### config.mk
export PLATFORM = sky130hd
export DESIGN_NAME = injection_scheduler_flat
export DESIGN_NICKNAME = d
export VERILOG_FILES = /design/src/rtl/injection_scheduler_pkg.sv /design/src/rtl/injection_scheduler_if.sv /design/src/rtl/injection_scheduler_channel.sv /design/src/rtl/injection_scheduler.sv /design/src/flat_wrapper.sv
export SDC_FILE = /design/constraint.sdc
export NUM_CORES = 1
export LEC_CHECK = 0
export ABC_AREA = 1
export ABC_CLOCK_PERIOD_IN_PS = 11500
export CORE_MARGIN = 3
export CORE_UTILIZATION = 30
export DETAILED_ROUTE_END_ITERATION = 10
export SYNTH_ARGS = -nofsm -noshare
export SYNTH_HDL_FRONTEND = slang
export SYNTH_SLANG_ARGS = --single-unit
export TNS_END_PERCENT = 100
### constraint.sdc
create_clock -name clk -period 11.5 [get_ports clk]
set_input_delay 2.3 -clock clk [delete_from_list [all_inputs] [get_ports clk]]
set_output_delay 2.3 -clock clk [all_outputs]
set_load 0.1 [all_outputs]
### src/rtl/injection_scheduler_pkg.sv
// rtl/injection_scheduler_pkg.sv - package efi_sched_pkg: sizes, channel state type, load saturation
// Tooth count comes from CFG_NUM_TEETH (60 when not supplied by the build).
`ifndef CFG_NUM_TEETH
`define CFG_NUM_TEETH 60
`endif

package efi_sched_pkg;
    localparam int NUM_CYL   = 4;
    localparam int NUM_TEETH = `CFG_NUM_TEETH;
    localparam int TOOTH_W   = $clog2(NUM_TEETH);
    localparam int CYL_W     = $clog2(NUM_CYL);
    localparam int PW_W      = 20;
    localparam int DEAD_CYC  = 62500;

    localparam logic [PW_W-1:0]  PW_MAX    = {PW_W{1'b1}};
    localparam logic [PW_W-1:0]  DEAD_PW   = DEAD_CYC[PW_W-1:0];
    localparam logic [TOOTH_W:0] TEETH_LIM = NUM_TEETH[TOOTH_W:0];

    typedef enum logic {CH_IDLE, CH_FIRE} chan_state_t;

    // One extra bit catches the carry so long pulses clamp instead of wrapping short.
    function automatic logic [PW_W-1:0] sat_load(input logic [PW_W-1:0] pw,
                                                 input logic [PW_W-1:0] extra);
        logic [PW_W:0] sum;
        sum = {1'b0, pw} + {1'b0, extra};
        return sum[PW_W] ? PW_MAX : sum[PW_W-1:0];
    endfunction
endpackage

### src/rtl/injection_scheduler_if.sv
// rtl/injection_scheduler_if.sv - configuration write channel between host and injection scheduler
interface injection_scheduler_if;
    import efi_sched_pkg::*;

    logic               cfg_valid;
    logic               cfg_ready;
    logic [CYL_W-1:0]   cfg_cyl;
    logic [TOOTH_W-1:0] cfg_tooth;
    logic [PW_W-1:0]    cfg_pw;
    logic               cfg_err;

    modport master (output cfg_valid, cfg_cyl, cfg_tooth, cfg_pw,
                    input  cfg_ready, cfg_err);
    modport slave  (input  cfg_valid, cfg_cyl, cfg_tooth, cfg_pw,
                    output cfg_ready, cfg_err);
endinterface

### src/rtl/injection_scheduler_channel.sv
// rtl/injection_scheduler_channel.sv - inj_channel: one injector's pulse FSM, timer and overrun flag
module inj_channel
    import efi_sched_pkg::*;
(
    input  logic            clk,
    input  logic            reset,
    input  logic            i_on,
    input  logic            i_trig,
    input  logic [PW_W-1:0] i_load,
    input  logic            i_ovr_clr,
    output logic            o_inj,
    output logic            o_ovr
);
    chan_state_t     r_state, w_state_nxt;
    logic [PW_W-1:0] r_timer, w_timer_nxt;
    logic            r_inj, w_inj_nxt;
    logic            r_ovr, w_ovr_nxt;

    always_ff @(posedge clk or posedge reset) begin
        if (reset) begin
            r_state <= CH_IDLE;
            r_timer <= '0;
            r_inj   <= 1'b0;
            r_ovr   <= 1'b0;
        end else begin
            r_state <= w_state_nxt;
            r_timer <= w_timer_nxt;
            r_inj   <= w_inj_nxt;
            r_ovr   <= w_ovr_nxt;
        end
    end

    always_comb begin
        w_state_nxt = r_state;
        w_timer_nxt = r_timer;
        w_inj_nxt   = r_inj;
        w_ovr_nxt   = r_ovr;

        if (i_trig && r_state == CH_FIRE)
            w_ovr_nxt = 1'b1;
        else if (i_ovr_clr)
            w_ovr_nxt = 1'b0;

        if (!i_on) begin
            w_state_nxt = CH_IDLE;
            w_timer_nxt = '0;
            w_inj_nxt   = 1'b0;
        end else begin
            case (r_state)
                CH_IDLE: begin
                    if (i_trig) begin
                        w_state_nxt = CH_FIRE;
                        w_timer_nxt = i_load;
                        w_inj_nxt   = 1'b1;
                    end
                end
                CH_FIRE: begin
                    // Timer value 1 marks the last high cycle; this edge drops the injector.
                    if (r_timer == PW_W'(1)) begin
                        w_state_nxt = CH_IDLE;
                        w_timer_nxt = '0;
                        w_inj_nxt   = 1'b0;
                    end else begin
                        w_timer_nxt = r_timer - 1'b1;
                    end
                end
                default: w_state_nxt = CH_IDLE;
            endcase
        end
    end

    assign o_inj = r_inj;
    assign o_ovr = r_ovr;
endmodule

### src/rtl/injection_scheduler.sv
// rtl/injection_scheduler.sv - per-cylinder injector pulse scheduler with shadowed configuration
// INJ_DEAD_TIME_EN adds the injector opening dead time to every pulse.
module injection_scheduler
    import efi_sched_pkg::*;
(
    input  logic                clk,
    input  logic                reset,
    input  logic                i_on,
    input  logic [TOOTH_W-1:0]  i_crank_counter,
    input  logic                i_crank_changed,
    input  logic                i_crank_tick,
    input  logic                i_ovr_clr,
    injection_scheduler_if.slave cfg,
    output logic [NUM_CYL-1:0]  o_inj,
    output logic [NUM_CYL-1:0]  o_ovr
);
    logic [TOOTH_W-1:0] r_sh_tooth  [NUM_CYL];
    logic [PW_W-1:0]    r_sh_pw     [NUM_CYL];
    logic [TOOTH_W-1:0] r_act_tooth [NUM_CYL];
    logic [PW_W-1:0]    r_act_pw    [NUM_CYL];
    logic               r_pend;
    logic               r_cfg_err;

    logic w_ready, w_accept, w_bad, w_wr, w_copy;

    assign w_ready  = !(r_pend && i_on);
    assign w_accept = cfg.cfg_valid && w_ready;
    assign w_bad    = {1'b0, cfg.cfg_tooth} >= TEETH_LIM;
    assign w_wr     = w_accept && !w_bad;
    // Active config only moves at an engine-cycle boundary, or freely while the scheduler is off.
    assign w_copy   = (i_crank_tick && i_crank_changed) || !i_on;

    always_ff @(posedge clk or posedge reset) begin
        if (reset) begin
            r_pend    <= 1'b0;
            r_cfg_err <= 1'b0;
            for (int i = 0; i < NUM_CYL; i++) begin
                r_sh_tooth[i]  <= '0;
                r_sh_pw[i]     <= '0;
                r_act_tooth[i] <= '0;
                r_act_pw[i]    <= '0;
            end
        end else begin
            r_cfg_err <= w_accept && w_bad;
            if (w_wr) begin
                r_sh_tooth[cfg.cfg_cyl] <= cfg.cfg_tooth;
                r_sh_pw[cfg.cfg_cyl]    <= cfg.cfg_pw;
                r_pend                  <= 1'b1;
            end else if (w_copy) begin
                r_pend <= 1'b0;
            end
            if (w_copy) begin
                for (int i = 0; i < NUM_CYL; i++) begin
                    r_act_tooth[i] <= r_sh_tooth[i];
                    r_act_pw[i]    <= r_sh_pw[i];
                end
            end
        end
    end

    assign cfg.cfg_ready = w_ready;
    assign cfg.cfg_err   = r_cfg_err;

    for (genvar g = 0; g < NUM_CYL; g++) begin : g_ch
        logic [PW_W-1:0] w_load;
        logic            w_trig;

`ifdef INJ_DEAD_TIME_EN
        assign w_load = sat_load(r_act_pw[g], DEAD_PW);
`else
        assign w_load = sat_load(r_act_pw[g], '0);
`endif
        assign w_trig = i_on && i_crank_changed && (i_crank_counter == r_act_tooth[g])
                        && (r_act_pw[g] != '0);

        inj_channel u_ch (
            .clk       (clk),
            .reset     (reset),
            .i_on      (i_on),
            .i_trig    (w_trig),
            .i_load    (w_load),
            .i_ovr_clr (i_ovr_clr),
            .o_inj     (o_inj[g]),
            .o_ovr     (o_ovr[g])
        );
    end
endmodule
### src/flat_wrapper.sv
// flat-port wrapper written by rule: the top's interface ports become plain ports
module injection_scheduler_flat import efi_sched_pkg::*;
  (clk, reset, i_on, i_crank_counter, i_crank_changed, i_crank_tick, i_ovr_clr, o_inj, o_ovr, cfg_cfg_valid, cfg_cfg_cyl, cfg_cfg_tooth, cfg_cfg_pw, cfg_cfg_ready, cfg_cfg_err);
  injection_scheduler_if cfg_i ();
  input  logic clk;
  input  logic reset;
  input  logic i_on;
  input  logic [TOOTH_W-1:0] i_crank_counter;
  input  logic i_crank_changed;
  input  logic i_crank_tick;
  input  logic i_ovr_clr;
  output logic [NUM_CYL-1:0] o_inj;
  output logic [NUM_CYL-1:0] o_ovr;
  input wire logic [$bits(cfg_i.cfg_valid)-1:0] cfg_cfg_valid;
  input wire logic [$bits(cfg_i.cfg_cyl)-1:0] cfg_cfg_cyl;
  input wire logic [$bits(cfg_i.cfg_tooth)-1:0] cfg_cfg_tooth;
  input wire logic [$bits(cfg_i.cfg_pw)-1:0] cfg_cfg_pw;
  output wire logic [$bits(cfg_i.cfg_ready)-1:0] cfg_cfg_ready;
  output wire logic [$bits(cfg_i.cfg_err)-1:0] cfg_cfg_err;
  assign cfg_i.cfg_valid = cfg_cfg_valid;
  assign cfg_i.cfg_cyl = cfg_cfg_cyl;
  assign cfg_i.cfg_tooth = cfg_cfg_tooth;
  assign cfg_i.cfg_pw = cfg_cfg_pw;
  assign cfg_cfg_ready = cfg_i.cfg_ready;
  assign cfg_cfg_err = cfg_i.cfg_err;
  injection_scheduler u_core (.clk(clk), .reset(reset), .i_on(i_on), .i_crank_counter(i_crank_counter), .i_crank_changed(i_crank_changed), .i_crank_tick(i_crank_tick), .i_ovr_clr(i_ovr_clr), .cfg(cfg_i), .o_inj(o_inj), .o_ovr(o_ovr));
endmodule
==> results of run 1 <==
[cell type report]
cell class	instances	area, µm²
Tap cell	664	831
Sequential cell	302	7560
Antenna cell	2	5.00
Multi-Input combinational cell	1333	6240
Inverter	188	713
Timing Repair Buffer	58	561
Clock inverter	12	196
Clock buffer	48	1010
Fill cell	5063	31800
[per-stage QoR]
step	utilization, %	cells	worst slack [ns]	instance area (µm²)
2_1_floorplan	-	1896	0.854	14900
3_3_place_gp	32.5	2545	5.03	15900
3_5_place_dp	32.5	2545	5.04	15900
4_1_cts	34.9	2605	5.03	17100
5_1_grt	34.9	2605	5.00	17100
6_report	35.0	2607	5.04	17100
[cell usage in the layout (no fill, tap or decap), drive strengths merged, types with 12 or more instances in the layout]
cell and instances:
a21oi 28, clkbuf 48, clkdlybuf4s50 50, dfrtp 302, inv 187, mux2 40
nand2 554, nand3 130, nor2 287, nor3 12, o21ai 200, o22ai 26
xnor2 17, xor2 19
[worst paths after layout]
path                                                   start                                    endpoint  slack [ns]  depth (start not counted)
min                        u_core.r_sh_tooth[17]$_DFFE_PP0P_          u_core.r_act_tooth[17]$_DFFE_PP0P_        0.48                          2
max in group asynchronous                              reset           u_core.r_sh_tooth[12]$_DFFE_PP0P_        6.82                          4
max                                                     i_on                               cfg_cfg_ready        5.04                          4
max reg2reg                        u_core.r_pend$_DFFE_PP0P_           u_core.r_sh_tooth[16]$_DFFE_PP0P_        9.24                          5
min reg2reg                u_core.r_sh_tooth[17]$_DFFE_PP0P_          u_core.r_act_tooth[17]$_DFFE_PP0P_        0.48                          2
min in group asynchronous                              reset  u_core.g_ch[2].u_ch.r_timer[7]$_DFFE_PP0P_        2.31                          2
[sequential cells by signal (all words and copies together) (netlist names), 4 cells and up]
| register | flops |
|---|---|
| u_core.g_ch.u_ch.r_state | 4 |
| u_core.g_ch.u_ch.r_timer | 80 |
| u_core.r_act_tooth | 24 |
| u_core.r_act_pw | 80 |
| u_core.g_ch.u_ch.o_ovr | 4 |
| u_core.r_sh_pw | 80 |
| u_core.r_sh_tooth | 24 |
| u_core.g_ch.u_ch.o_inj | 4 |
[critical path: stages]
cell             delay [ns]
clkdlybuf4s50_1        0.39
buf_4                  0.20
nand2_1                0.11
clkdlybuf4s50_1        1.14
[kinds of logic after synthesis]
family / Yosys count / synth area share (%)
flip-flops: 302 / 50.7
adder cells (fa/ha/maj): 8 / 0.672
AO/OA/AOI/OAI: 257 / 8.96
buffers and inverters: 261 / 7.44
multiplexers: 40 / 3.02
AND/OR/NAND/NOR: 992 / 27.1
XOR/XNOR: 36 / 2.12
[synth_stat cells, drive strengths merged]
cell	number
nand2	554
dfrtp	302
nor2	287
o21ai	200
inv	187
nand3	130
buf	44
mux2	40
clkbuf	29
a21oi	28
o22ai	26
xor2	19
xnor2	17
nor3	12
ha	8
nand4	6
a21o	2
nand3b	2
a31o	1
clkinv	1
nor4	1
[power by group]
part	internal, mW	switching, mW	total, mW
registers	1.26	0.140	1.40
clock network	0.725	0.439	1.16
logic	0.229	0.377	0.605
[routing by layer]
layer	routed length (µm)	vias to the layer above	track usage, %
li1	-	6030	-
met1	18400	5759	20.8
met2	17400	236	23.2
met3	1650	53	1.88
met4	905	0	4.14
met5	0	-	0
==> impl_metrics.tcl, run 1 <==
set metrics [dict create \
    outcome "finished, final reports clean" \
    grt_pass1_vias 11878 \
    drv_cap 0 \
    crit_fanout 9 \
    drive_gt1_share_pct 7.42 \
    routed_wl_mm 38.3 \
    finalCritPeriodShare_pct 56.2 \
    cts.sinks 302 \
    syn_inst 1896 \
    vias 12078 \
    antenna_found_initial 0 \
    slew_viol_final 0 \
    portBuffers 50 \
    die_h_um 229 \
    drc 0 \
    ctsHoldBuffers 0 \
    synth_top_area_share_pct 50.7 \
    cts_resized 0 \
    clk_pin_slew_ns 0.06 \
    p_leak_nw 8.37 \
    rows 81 \
    cts_setup_buffers 0 \
    skew_ns 0.0210 \
    endpoint_kind "output port" \
    dieArea_um2 52400 \
    startpoint_type "primary input" \
    h-tree-depth 2 \
    synth_cell_types 32 \
    drt_first_pass_iters 5 \
    coreArea_um2 49000 \
    numCtsBuffers 35 \
    ys_ff_latch 302 \
    syn_to_final_growth_pct 14.9 \
    vias_per_cell 4.63 \
    synth-seq-area-share_pct 50.7 \
    hp-class "reg -> reg" \
    rsz0062_at_grt "false" \
    die-width_um 229 \
    io_pins 51 \
    tns_ns 0 \
    finalPower_mw 3.17 \
    yosysTopAreaCell "dfrtp_1" \
    cts_tree "built" \
    max_freq_mhz 155 \
    hold_slack_ns 0.476 \
    grt_start_max_net_pins 110 \
    grt_pass1_wl_mm 62.8 \
    gp_congestion 0.897 \
    ctsRootBufferMaster "clkbuf_16" \
    slew_headroom_pct 32.4 \
    worstPathRequired_ns 9.20 \
    synth_fp_nets 1945 \
    initial_utilization_pct 30.4 \
    clk_latency_ns 0.51 \
    final_antenna_net_count 0 \
    place_hpwl_mm 26.3 \
    max-vdd-ir-drop_mv 0.124 \
    syn_area_per_cell_um2 7.86 \
    power_density_nw_per_um2 185 \
    worst-slew-pin-transition_ns 1.01 \
    setup_viol 0 \
    post-route-min-period_ns 6.46 \
    netlist_area_um2 14900 \
    finalHoldViolCount 0 \
    crit_type "in -> out" \
    overflow 0 \
    synth-warning-count 0 \
    grtUsageTotal_pct 14.6 \
    drt_iter0_drc 798 \
    fin_nets 1967 \
    worstPathArrival_ns 4.16 \
    clockBufferDepth 3 \
    synthTopCellsByArea "dfrtp_1 (51%), nand2_1 (14%), nor2_1 (6.9%)" \
    wl_per_cell_um 14.7 \
]
No activity file was read; power rests on OpenSTA's default activity.
==> run 2, diff against run 1 <==
ABC_CLOCK_PERIOD_IN_PS = 6300   (was 11500)
clock period = 6.3 ns   (was 11.5 ns; I/O delays follow)
==> run 2 against run 1 <==
Against the previous run: clock skew is 0.0070 ns lower; cell count about the same; final area hardly changed; utilization barely moved; non-clock buffer count unchanged; setup slack lost 3.1 ns; hold slack better by 0.0014 ns; critical endpoint unchanged; largest cell class unchanged.
==> impl_metrics.tcl, run 2 (synthesis gave the netlist of run 1 again) <==
set metrics [dict create \
    met3_usage_pct 1.83 \
    coreArea_um2 49000 \
    rows 81 \
    num_antenna_cells 0 \
    worst-slew-pin-transition_ns 1.11 \
    p_sw_mw 1.76 \
    hp-class "reg -> reg" \
    critPathMostFrequentCell "clkdlybuf4s50_1" \
    mostFrequentLayoutCells "nand2_1 (543), dfrtp_1 (302), nor2_1 (273)" \
    hp-start "u_core.r_sh_pw[1]$_DFFE_PP0P_" \
    cts_resized 0 \
    die-width_um 229 \
    max-vdd-ir-drop_mv 0.155 \
    post-route-min-period_ns 4.39 \
    numCtsBuffers 35 \
    clk_latency_ns 0.51 \
    io_pins 51 \
    p_sw_share_pct 30.5 \
    slew_headroom_pct 25.7 \
    pre_cts_ws_ns 1.91 \
    dieArea_um2 52400 \
    final_antenna_net_count 0 \
    busiest_layer "met2" \
    finalCritPeriodShare_pct 69.6 \
    r2r-start "u_core.g_ch[2].u_ch.r_timer[14]$_DFFE_PP0P_" \
    rsz0062_at_grt "false" \
    syn_to_final_growth_pct 14.8 \
    cp.depth 4 \
    cts.sinks 302 \
    top_regs "u_core.g_ch.u_ch.r_timer: 80 flops, u_core.r_act_pw: 80 flops, u_core.r_sh_pw: 80 flops" \
    hold_end "u_core.r_act_pw[1]$_DFFE_PP0P_" \
    setup_viol 0 \
    vias 12111 \
    initial_utilization_pct 30.4 \
    fin_nets 1967 \
    finalPower_mw 5.75 \
    antenna_found_initial 3 \
    grtUsageTotal_pct 14.2 \
    final_common_cell "nand2_1" \
    portBuffers 50 \
    skew_ns 0.0140 \
    drive_gt1_share_pct 7.62 \
    multi_input_area_um2 6240 \
    wl_per_cell_um 14.4 \
    grt_pass1_wl_mm 61.3 \
    drv_cap 0 \
    finalHoldViolCount 0 \
    ctsRootBufferMaster "clkbuf_16" \
    worstPathRequired_ns 5.04 \
    grt.met1_usage_pct 21.0 \
    vias_per_cell 4.65 \
    path_buf_inv 3 \
    layout_setup_ws_ns 1.91 \
    reg2reg_setup_slack_ns 4.06 \
    place_hpwl_mm 25.7 \
    h-tree-depth 2 \
    die_h_um 229 \
    p_int_mw 4.00 \
    grt_start_max_net_pins 193 \
    crit_type "in -> out" \
    drt_first_pass_iters 5 \
    gp_congestion 0.892 \
    slew_viol_final 0 \
    drt_iter0_drc 837 \
    seq_area_um2 7560 \
    reg2reg_depth 10 \
    nFillCells 5106 \
    endpoint_kind "output port" \
    p_leak_nw 8.37 \
    final_cells 2605 \
    place_inst 2545 \
    drc 0 \
    tns_ns 0 \
    holdPathStages 2 \
    crit_chain "clkdlybuf4s50_1 > buf_4 > nand2_1 > clkdlybuf4s50_1" \
    ctsHoldBuffers 0 \
    crit_fanout 9 \
    reg2reg_to "u_core.g_ch[2].u_ch.r_timer[9]$_DFFE_PP0P_" \
    grt_pass1_vias 11389 \
    overflow 0 \
    slowest_stage "clkdlybuf4s50_1" \
    cp_slowest_stage_delay_ns 1.14 \
    power_density_nw_per_um2 337 \
    startpoint_type "primary input" \
    gr-usage-met2_pct 22.0 \
    p_seq_share_pct 44.3 \
    p_clk_share_pct 36.6 \
    clockBufferDepth 3 \
    outcome "finished, final reports clean" \
    routed_wl_mm 37.6 \
    clk_pin_slew_ns 0.06 \
    crit_family "buffers and inverters" \
    p_comb_share_pct 19.1 \
    cts_tree "built" \
    max_freq_mhz 228 \
    worstPathArrival_ns 3.13 \
    cts_setup_buffers 0 \
]
==> run 2: power groups by stage <==
stage	Sequential [mW]	Combinational, mW	Clock (mW)
floorplan	2.51	0.855	0
global placement	2.57	1.08	0
detailed placement	2.58	1.10	0
CTS	2.55	1.11	2.15
global route	2.60	1.27	2.23
finish	2.55	1.10	2.11
==> run 2: tightest hold or removal path, cell delays in order, from the launching register on <==
cell,delay [ns]
dfrtp_1,0.34
nand2_1,0.05
o21ai_0,0.06
==> run 2: worst max-delay path by stage <==
stage,startpoint,to,slack [ns]
after floorplan,reset,u_core.cfg.cfg_err$_DFF_PP0_,1.02
after global placement,i_on,cfg_cfg_ready,1.92
after detailed placement,i_on,cfg_cfg_ready,1.91
after CTS,i_on,cfg_cfg_ready,1.91
after global routing,i_on,cfg_cfg_ready,1.88
final,i_on,cfg_cfg_ready,1.91
==> run 2: cell type report <==
| type | count | share of cell area (%) |
|---|---|---|
| flip-flops and latches | 302 | 44.2 |
| multi-input cells | 1333 | 36.5 |
| clock buffers | 43 | 5.59 |
| well taps | 664 | 4.86 |
| inverters | 188 | 4.15 |
| repair buffers | 58 | 3.42 |
| clock inverters | 17 | 1.29 |
==> run 2: routing by layer <==
metal | up-vias | part of all wire, % | routed length [µm]
met5 | - | 0 | 0
met4 | 0 | 2.5 | 948
met3 | 70 | 3.5 | 1300
met2 | 230 | 44 | 16600
met1 | 5770 | 50 | 18700
li1 | 6041 | - | -
==> run 2: stage by stage <==
step	util [%]	cell area (µm²)	hold WS (ns)
3_5_place_dp	32.5	15900	0.466
3_3_place_gp	32.5	15900	0.462
4_1_cts	34.9	17100	0.482
6_report	34.9	17100	0.477
5_1_grt	34.9	17100	0.505
2_1_floorplan	-	14900	0.448
